===== config.mk =====
export PLATFORM = sky130hd
export DESIGN_NAME = synapse_fetch_sequencer
export DESIGN_NICKNAME = d
export VERILOG_FILES = /design/src/rtl/snn_fetch_pkg.sv /design/src/rtl/spike_arbiter.sv /design/src/rtl/synapse_fetch_sequencer.sv
export SDC_FILE = /design/constraint.sdc
export NUM_CORES = 1
export LEC_CHECK = 0
export ABC_AREA = 1
export CAP_MARGIN = 20
export CORE_MARGIN = 1
export CORE_UTILIZATION = 53
export CTS_BUF_LIST = sky130_fd_sc_hd__clkbuf_8
export DETAILED_ROUTE_END_ITERATION = 10
export PLACE_DENSITY = 0.88
export SLEW_MARGIN = 10
export SYNTH_ARGS = -nofsm -noshare
export SYNTH_HDL_FRONTEND = slang
export SYNTH_SLANG_ARGS = --single-unit

===== constraint.sdc =====
create_clock -name clk -period 6.48 [get_ports clk]
set_input_delay 1.296 -clock clk [delete_from_list [all_inputs] [get_ports clk]]
set_output_delay 1.296 -clock clk [all_outputs]
set_load 0.1 [all_outputs]

===== src/rtl/snn_fetch_pkg.sv =====
// Shared FSM encoding, width helpers and id flag for the synapse fetch sequencer.
package snn_fetch_pkg;

  typedef enum logic [1:0] {StIdle, StBias, StIssue} fetch_state_e;

  // MSB of the data id marks a bias burst.
  localparam logic BiasFlag = 1'b1;

  function automatic int unsigned clog2(input int unsigned value);
    int unsigned result;
    result = 0;
    while ((32'd1 << result) < value) result++;
    return result;
  endfunction

  function automatic int unsigned id_width(input int unsigned n_neurons);
    return clog2(n_neurons) + 1;
  endfunction

  function automatic int unsigned cnt_width(input int unsigned words);
    return clog2(words);
  endfunction

endpackage


===== src/rtl/spike_arbiter.sv =====
// Combinational grant over the pending spike vector.
// ROUND_ROBIN_EN selects round-robin from last_grant+1; otherwise lowest index wins.
module spike_arbiter #(
  parameter int unsigned N    = 8,
  parameter int unsigned IdxW = 3
) (
  input  logic [N-1:0]    pending_i,
  input  logic [IdxW-1:0] last_grant_i,
  output logic            grant_valid_o,
  output logic [IdxW-1:0] grant_id_o
);

`ifdef ROUND_ROBIN_EN
  always_comb begin
    int unsigned idx;
    logic [IdxW-1:0] sel;
    grant_valid_o = 1'b0;
    grant_id_o    = '0;
    for (int unsigned i = 0; i < N; i++) begin
      idx = 32'(last_grant_i) + 32'd1 + i;
      if (idx >= N) idx = idx - N;
      sel = IdxW'(idx);
      if (!grant_valid_o && pending_i[sel]) begin
        grant_valid_o = 1'b1;
        grant_id_o    = sel;
      end
    end
  end
`else
  logic unused_last_grant;
  assign unused_last_grant = ^last_grant_i;

  always_comb begin
    logic [IdxW-1:0] sel;
    grant_valid_o = |pending_i;
    grant_id_o    = '0;
    for (int i = N - 1; i >= 0; i--) begin
      sel = IdxW'(i);
      if (pending_i[sel]) grant_id_o = sel;
    end
  end
`endif

endmodule


===== src/rtl/synapse_fetch_sequencer.sv =====
// Arbitrates neuron spike edges into WORDS-long weight read bursts, fetches the bias block at
// boot, and marks the returning read data. Build option: ROUND_ROBIN_EN (round-robin grant).
module synapse_fetch_sequencer
  import snn_fetch_pkg::*;
#(
  parameter int unsigned N_NEURONS   = 8,
  parameter int unsigned WORDS       = 15,
  parameter int unsigned ADDR_W      = 10,
  parameter int unsigned BIAS_BASE   = N_NEURONS * WORDS,
  parameter int unsigned MEM_LATENCY = 2
) (
  input  logic                         clk,
  input  logic                         rst,
  input  logic                         boot_mode,
  input  logic [N_NEURONS-1:0]         edge_detected,
  input  logic                         hold,
  output logic [ADDR_W-1:0]            addr,
  output logic                         addr_valid,
  output logic                         data_start,
  output logic                         data_done,
  output logic [clog2(N_NEURONS):0]    data_id,
  output logic                         busy
);

  localparam int unsigned IdxW = clog2(N_NEURONS);
  localparam int unsigned IdW  = id_width(N_NEURONS);
  localparam int unsigned CntW = cnt_width(WORDS);
  localparam logic [CntW-1:0]   LastCnt   = CntW'(WORDS - 1);
  localparam logic [ADDR_W-1:0] BiasBaseA = ADDR_W'(BIAS_BASE);
  localparam logic [ADDR_W-1:0] WordsA    = ADDR_W'(WORDS);

  typedef struct packed {
    logic           valid;
    logic           first;
    logic           last;
    logic [IdW-1:0] id;
  } marker_t;

  fetch_state_e          state_q, state_d;
  logic [ADDR_W-1:0]     base_q, base_d;
  logic [CntW-1:0]       cnt_q, cnt_d;
  logic [IdW-1:0]        id_q, id_d;
  logic [N_NEURONS-1:0]  pending_q, pending_d, grant_clear;
  logic [IdxW-1:0]       last_grant_q, last_grant_d;
  logic                  boot_req_q, boot_req_d;
  logic                  boot_mode_q;
  marker_t               pipe_q [MEM_LATENCY];
  marker_t               pipe_d [MEM_LATENCY];

  logic                  arb_valid;
  logic [IdxW-1:0]       arb_id;
  logic                  active, issue, last_word, take_next, start_bias, start_neuron;

  spike_arbiter #(
    .N    (N_NEURONS),
    .IdxW (IdxW)
  ) u_spike_arbiter (
    .pending_i     (pending_q),
    .last_grant_i  (last_grant_q),
    .grant_valid_o (arb_valid),
    .grant_id_o    (arb_id)
  );

  always_comb begin
    active       = (state_q != StIdle);
    issue        = active && !hold;
    last_word    = issue && (cnt_q == LastCnt);
    // A finishing burst hands straight over to the next grant, so bursts run without a bubble.
    take_next    = !active || last_word;
    start_bias   = take_next && boot_req_q && boot_mode;
    start_neuron = take_next && !start_bias && !boot_mode && arb_valid;

    state_d      = state_q;
    base_d       = base_q;
    cnt_d        = cnt_q;
    id_d         = id_q;
    last_grant_d = last_grant_q;
    grant_clear  = '0;
    boot_req_d   = boot_req_q | (boot_mode_q & ~boot_mode);

    if (issue) cnt_d = last_word ? '0 : cnt_q + CntW'(1);
    if (last_word) state_d = StIdle;

    if (start_bias) begin
      state_d    = StBias;
      base_d     = BiasBaseA;
      cnt_d      = '0;
      id_d       = {BiasFlag, {IdxW{1'b0}}};
      boot_req_d = 1'b0;
    end else if (start_neuron) begin
      state_d             = StIssue;
      base_d              = ADDR_W'(arb_id) * WordsA;
      cnt_d               = '0;
      id_d                = {1'b0, arb_id};
      grant_clear[arb_id] = 1'b1;
      last_grant_d        = arb_id;
    end

    // Set wins over clear so a re-spike in the grant cycle queues another burst.
    pending_d = (pending_q & ~grant_clear) | edge_detected;

    pipe_d[0] = '{valid: issue,
                  first: issue && (cnt_q == '0),
                  last:  last_word,
                  id:    issue ? id_q : '0};
    for (int i = 1; i < MEM_LATENCY; i++) pipe_d[i] = pipe_q[i-1];
  end

  always_ff @(posedge clk or posedge rst) begin
    if (rst) begin
      state_q      <= StIdle;
      base_q       <= '0;
      cnt_q        <= '0;
      id_q         <= '0;
      pending_q    <= '0;
      last_grant_q <= IdxW'(N_NEURONS - 1);
      boot_req_q   <= 1'b1;
      boot_mode_q  <= 1'b0;
      for (int i = 0; i < MEM_LATENCY; i++) pipe_q[i] <= '0;
    end else begin
      state_q      <= state_d;
      base_q       <= base_d;
      cnt_q        <= cnt_d;
      id_q         <= id_d;
      pending_q    <= pending_d;
      last_grant_q <= last_grant_d;
      boot_req_q   <= boot_req_d;
      boot_mode_q  <= boot_mode;
      for (int i = 0; i < MEM_LATENCY; i++) pipe_q[i] <= pipe_d[i];
    end
  end

  always_comb begin
    addr_valid = issue;
    addr       = active ? base_q + ADDR_W'(cnt_q) : '0;
    data_start = pipe_q[MEM_LATENCY-1].valid & pipe_q[MEM_LATENCY-1].first;
    data_done  = pipe_q[MEM_LATENCY-1].valid & pipe_q[MEM_LATENCY-1].last;
    data_id    = pipe_q[MEM_LATENCY-1].valid ? pipe_q[MEM_LATENCY-1].id : '0;
    busy       = active;
    for (int i = 0; i < MEM_LATENCY; i++) busy = busy | pipe_q[i].valid;
  end

endmodule


==> results of run 1 <==
## routing by layer
metal  track usage, %  up-vias
met4             6.91        0
met3             6.72        8
met1             23.8      766
li1                 -      838
met2             36.6       39
met5                0        -
## power breakdown
| part | internal, uW | switching [uW] |
|---|---|---|
| Sequential | 309 | 49.6 |
| Clock | 113 | 85.9 |
| Combinational | 152 | 468 |
| Total | 575 | 604 |
## flip-flops by register name (all words and copies together) (netlist names)
register     cells
base_q           6
pipe_q           7
id_q             4
pipe_d           7
state_q          2
boot_req_q       1
boot_mode_q      1
cnt_q            4
pending_q        8
## path summary, 6_finish.rpt
kind                                   startpoint                     to  slack [ns]  depth (start not counted)
setup / recovery                             hold             addr_valid        1.74                          5
hold / removal                pipe_d[4]$_DFF_PP0_    pipe_q[4]$_DFF_PP0_        0.35                          0
setup reg to reg           pending_q[7]$_DFF_PP0_  base_q[6]$_DFFE_PP0P_        3.82                         15
hold reg to reg               pipe_d[4]$_DFF_PP0_    pipe_q[4]$_DFF_PP0_        0.35                          0
max in group asynchronous                     rst   boot_req_q$_DFF_PP1_        4.70                          3
min in group asynchronous                     rst    pipe_d[5]$_DFF_PP0_        1.42                          3
## cells in the final DEF (no fill, tap or decap), drive strengths merged
cell and instances:
conb 2, xnor2 1, a21o 1, nor4 1, inv 51, a21oi 10, o21bai 2, buf 1
ha 12, clkinv 3, or2 1, nor2 24, nand3 13, clkdlybuf4s50 27, nand2 54, clkbuf 5
bufinv 1, xor2 3, a21boi 1, dfstp 1, nor3 3, dfrtp 39, fa 4, o21ai 25
## logic make-up (layout without fill, tap and decap cells)
| logic type | Yosys count | count (layout) | share of synthesized area, % |
|---|---|---|---|
| flops | 40 | 40 | 46.2 |
| xor+xnor | 4 | 4 | 1.61 |
| fa+ha+maj | 16 | 16 | 10.6 |
| buf+inv | 55 | 88 | 10.3 |
| other cells | 1 | 2 | 0.173 |
| compound gates | 39 | 39 | 10.3 |
| simple gates | 96 | 96 | 20.9 |
## worst reg2reg max path: cells and delay by family, from the launching register on
family,cells,cell delay [ns]
adder cells (fa/ha/maj),3,1.18
AND/OR/NAND/NOR,9,0.69
flip-flops,1,0.41
AO/OA/AOI/OAI,1,0.13
buffers and inverters,2,0.16
## final cells by class
| cell class | count | area (um^2) |
|---|---|---|
| timing repair buffer | 28 | 278 |
| fill | 303 | 1200 |
| tap | 48 | 60.1 |
| sequential | 40 | 1000 |
| clock buffer | 5 | 68.8 |
| multi-input combinational | 157 | 950 |
| inverter | 52 | 203 |
| clock inverter | 3 | 38.8 |
## stage by stage
stage | utilization, % | cell area [um^2] | cells | worst slack [ns] | hold slack, ns
floorplan | - | 2170 | 252 | 1.74 | 0.331
global placement | 65.6 | 2490 | 325 | 1.80 | 0.332
detailed placement | 65.6 | 2490 | 325 | 1.74 | 0.335
CTS | 68.4 | 2600 | 333 | 1.74 | 0.352
global route | 68.4 | 2600 | 333 | 1.64 | 0.366
finish | 68.4 | 2600 | 333 | 1.74 | 0.353
==> flow_summary.toml, run 1 <==
[routing]
m1WireLength_um = 1780
drt_first_pass_iters = 4
vias_per_cell = 4.96
route.vias.total = 1651
drtAntennaViolNets = 0
top_layer = "met4"
dr_wl_met3_um = 140
drc = 0
totalWireLength_um = 4010
dr_wl_met2_um = 2020
first_iter_violations = 113
routedWlPerCell_um = 12.0

[placement]
place_congestion = 0.964
portBuffers = 27
hpwl_um = 2980

[logic_synthesis]
ys_seq_area_share_pct = 46.2
synth_common_cells = "nand2_1, inv_1, dfrtp_1"
async_flop_share_pct = 100
yosysWarnings = 0
synthTopCellsByArea = "dfrtp_1, nand2_1, inv_1, ha_1, nor2_1"
synth_top_flop_cell = "dfrtp_1"
synth_edf_count = 0
avgSynthCellArea_um2 = 8.65
yosysTopAreaCellShare_pct = 45.0
synthCells = 251
yosysUniqueCellTypes = 33
synth_top_cell_by_area = "dfrtp_1"
ys_ff_latch = 40
synth_most_common_cell = "nand2_1"
netlist_area_mm2 = 0.00217

[pwr]
max-vdd-ir-drop_mv = 0.327
leakagePower_uw = 0.00137
total_power_uw = 1180
powerDensity_mw_per_mm2 = 453

[cts]
cts_buffer_depth = 2
cts_root_buffer = "clkbuf_8"
hold_buffers = 0
insertion_delay_ns = 0.30
cts_resized = 0
cts_buffers = 5
clk_pin_slew_worst_paths_ns = 0.08
cts_sinks = 40
htree_num_levels = 2
cts_setup_buffers = 0
cts_tree = "yes"

[floorplan]
boundaryPins = 30
die_area_mm2 = 0.00436
initial_core_util_pct = 57.1
die_width_um = 66
fp-row-count = 22
die_h_um = 66
core_area_mm2 = 0.00380

[sta]
maxSlewHeadroom_pct = 34.9
setup_viol = 0
finalCriticalPeriod_ns = 4.74
fmax_mhz = 211
fin_skew_ns = 0.00957
hold_violations = 0
slew_violations = 0
rsz0062_at_grt = "false"
min_period_over_period_pct = 73.2
tns_ns = 0
worst_pin_slew_ns = 0.973

[cells_and_area]
layout-area-overhead-vs-synth_pct = 19.8
final_layout_size_suffix_gt1_share_pct = 9.82
nets = 312
diodes = 0

[setup_path]
endpoint_kind = "primary output"
crit_type = "in -> out"
worst-path-buf-inv = 4
worst-path-max-fanout = 12
crit_family = "buffers and inverters"
crit_arrival_ns = 3.45
path_cells = "clkdlybuf4s50_1, inv_1, nand2_1, inv_1, clkdlybuf4s50_1"
cp.required_ns = 5.18
slowest_delay_ns = 1.16
start_kind = "input pin"
worst_path_max_delay_cell = "clkdlybuf4s50_1"

[run]
cap_violations = 0

[global_route]
track_usage_pct = 20.9
grt_pass1_vias = 1598
grt_max_degree = 41
overflow = 0
antenna_found_initial = 0
grt_pass1_wl_um = 6630

[hold_path]
min_path_type = "reg -> reg"

[status]
outcome = "finished clean"
Note: power is estimated with default switching activity, not from simulation.
==> inputs of run 2 (changes only) <==
clock period = 4.9 ns   (was 6.48 ns; I/O delays follow)
==> run 2 against run 1 <==
Net effect:
- via count up 0.48%
- final cell count unchanged
- non-clock buffer count unchanged
- clock power up 30%
- routed wire length up 0.12%
- sequential power up 32%
- sequential share of layout area up 0.074 points
- critical path depth up 5
- combinational power up 31%
- sequential cell count unchanged
- design area down 0.19%
- critical path type is now reg -> out
==> flow_summary.toml, run 2 (same netlist as run 1, synthesis figures left out) <==
[cts]
cts_resized = 0
cts_sinks = 40
cts_buffers = 5
cts_root_buffer = "clkbuf_8"
clk_pin_slew_worst_paths_ns = 0.08
insertion_delay_ns = 0.29
cts_setup_buffers = 0
cts_buffer_depth = 2
hold_buffers = 0
htree_num_levels = 2
cts_tree = "yes"

[status]
outcome = "finished clean"

[sta]
rsz0062_at_grt = "false"
tns_ns = 0
maxSlewHeadroom_pct = 35.2
setup_ws_ns = 0.832
fin_skew_ns = 0.00602
setup_viol = 0
fmax_mhz = 246
worst_pin_slew_ns = 0.969
hold_violations = 0
finalCriticalPeriod_ns = 4.07
min_period_over_period_pct = 83.0
slew_violations = 0

[setup_path]
r2r-end = "base_q[4]$_DFFE_PP0P_"
worst-path-max-fanout = 5
timing.rr.start = "pending_q[6]$_DFF_PP0_"
crit_type = "reg -> out"
start_kind = "flop"
worstRegToRegCells = 15
crit_arrival_ns = 3.09
endpoint_kind = "primary output"
cp.required_ns = 3.92
r2r_setup_slack_ns = 2.29

[cells_and_area]
regMostFlops = "pending_q"
diodes = 0
final_cell_mix = "inv_1, nand2_1, dfrtp_1"
nets = 312
layout-area-overhead-vs-synth_pct = 19.5
final_layout_size_suffix_gt1_share_pct = 10.5
largest_reg_flops = 8
nFillCells = 315

[global_route]
grt_pass1_vias = 1661
overflow = 0
track_usage_pct = 22.4
grt_max_degree = 41
grt_pass1_wl_um = 7110
antenna_found_initial = 0

[pwr]
max-vdd-ir-drop_mv = 0.581
leakagePower_uw = 0.00137
powerDensity_mw_per_mm2 = 596

[run]
cap_violations = 0

[floorplan]
boundaryPins = 30
core_area_mm2 = 0.00380
fp-row-count = 22
die_width_um = 66
die_h_um = 66
die_area_mm2 = 0.00436
initial_core_util_pct = 57.1

[routing]
routedWlPerCell_um = 12.0
totalWireLength_um = 4010
drc = 0
drtAntennaViolNets = 0
first_iter_violations = 136
vias_per_cell = 4.98
route.vias.total = 1659
drt_first_pass_iters = 4

[placement]
place_congestion = 0.913
hpwl_um = 3030
post-place-ws_ns = 1.17
portBuffers = 27

[hold_path]
min_from = "pipe_d[1]$_DFF_PP0_"
hold_depth = 0
worstHoldEndpoint = "pipe_q[1]$_DFF_PP0_"
min_path_type = "reg -> reg"
==> run 2: changes by cell type in the layout (fill, tap and decap cells not counted), sizes merged <==
cell,delta
clkdlybuf4s50,-2
buf,+2
==> run 2: worst max path at each step <==
| stage | startpoint | endpoint | slack, ns |
|---|---|---|---|
| 3_5_place_dp | cnt_q[0]$_DFFE_PP0P_ | addr[4] | 1.17 |
| 3_3_place_gp | cnt_q[0]$_DFFE_PP0P_ | addr[4] | 1.24 |
| 5_1_grt | cnt_q[2]$_DFFE_PP0P_ | addr[5] | 0.67 |
| 2_1_floorplan | cnt_q[0]$_DFFE_PP0P_ | addr[6] | 0.47 |
| 6_report | cnt_q[0]$_DFFE_PP0P_ | addr[4] | 0.83 |
| 4_1_cts | cnt_q[0]$_DFFE_PP0P_ | addr[4] | 0.83 |
==> run 2: cell type report <==
cell class / instances / area (um^2) / share of cell area, %
clock buffer: 5 / 68.8 / 2.65
clock inverter: 3 / 38.8 / 1.49
inverter: 52 / 203 / 7.81
multi-input combinational: 157 / 950 / 36.6
sequential: 40 / 1000 / 38.6
tap: 48 / 60.1 / 2.31
timing repair buffer: 28 / 273 / 10.5
==> run 2: worst max-delay path, stage by stage (launching register included) <==
cell,delay (ns)
dfrtp_1,0.43
ha_1,0.23
fa_1,0.39
nand2_1,0.10
inv_1,0.05
o21ai_0,0.14
nand2_1,0.09
nand2_1,0.09
inv_1,0.06
nor2_1,0.09
clkdlybuf4s50_1,1.13
==> run 2: report_power, final <==
part / total [uW] / internal [uW] / switching, uW
Clock: 259 / 149 / 110
Combinational: 813 / 198 / 615
Sequential: 474 / 410 / 64.6
==> run 2: metal layers <==
layer / vias up / part of all wire (%) / wire length [um] / track usage [%]
met5: - / 0 / 0 / 0
met4: 0 / 0.95 / 38 / 10.1
met3: 4 / 3.8 / 152 / 5.86
met2: 35 / 52 / 2080 / 38.8
met1: 790 / 44 / 1750 / 25.8
li1: 830 / - / - / -
==> run 2: metrics by stage <==
| stage | instance area, um^2 | power [uW] | std cells | utilization, % | hold slack [ns] |
|---|---|---|---|---|---|
| 2_1_floorplan | 2170 | 1110 | 252 | - | 0.331 |
| 3_3_place_gp | 2490 | 1280 | 325 | 65.5 | 0.332 |
| 3_5_place_dp | 2490 | 1300 | 325 | 65.5 | 0.337 |
| 4_1_cts | 2590 | 1560 | 333 | 68.3 | 0.355 |
| 5_1_grt | 2590 | 1650 | 333 | 68.3 | 0.361 |
| 6_report | 2590 | 1550 | 333 | 68.3 | 0.353 |
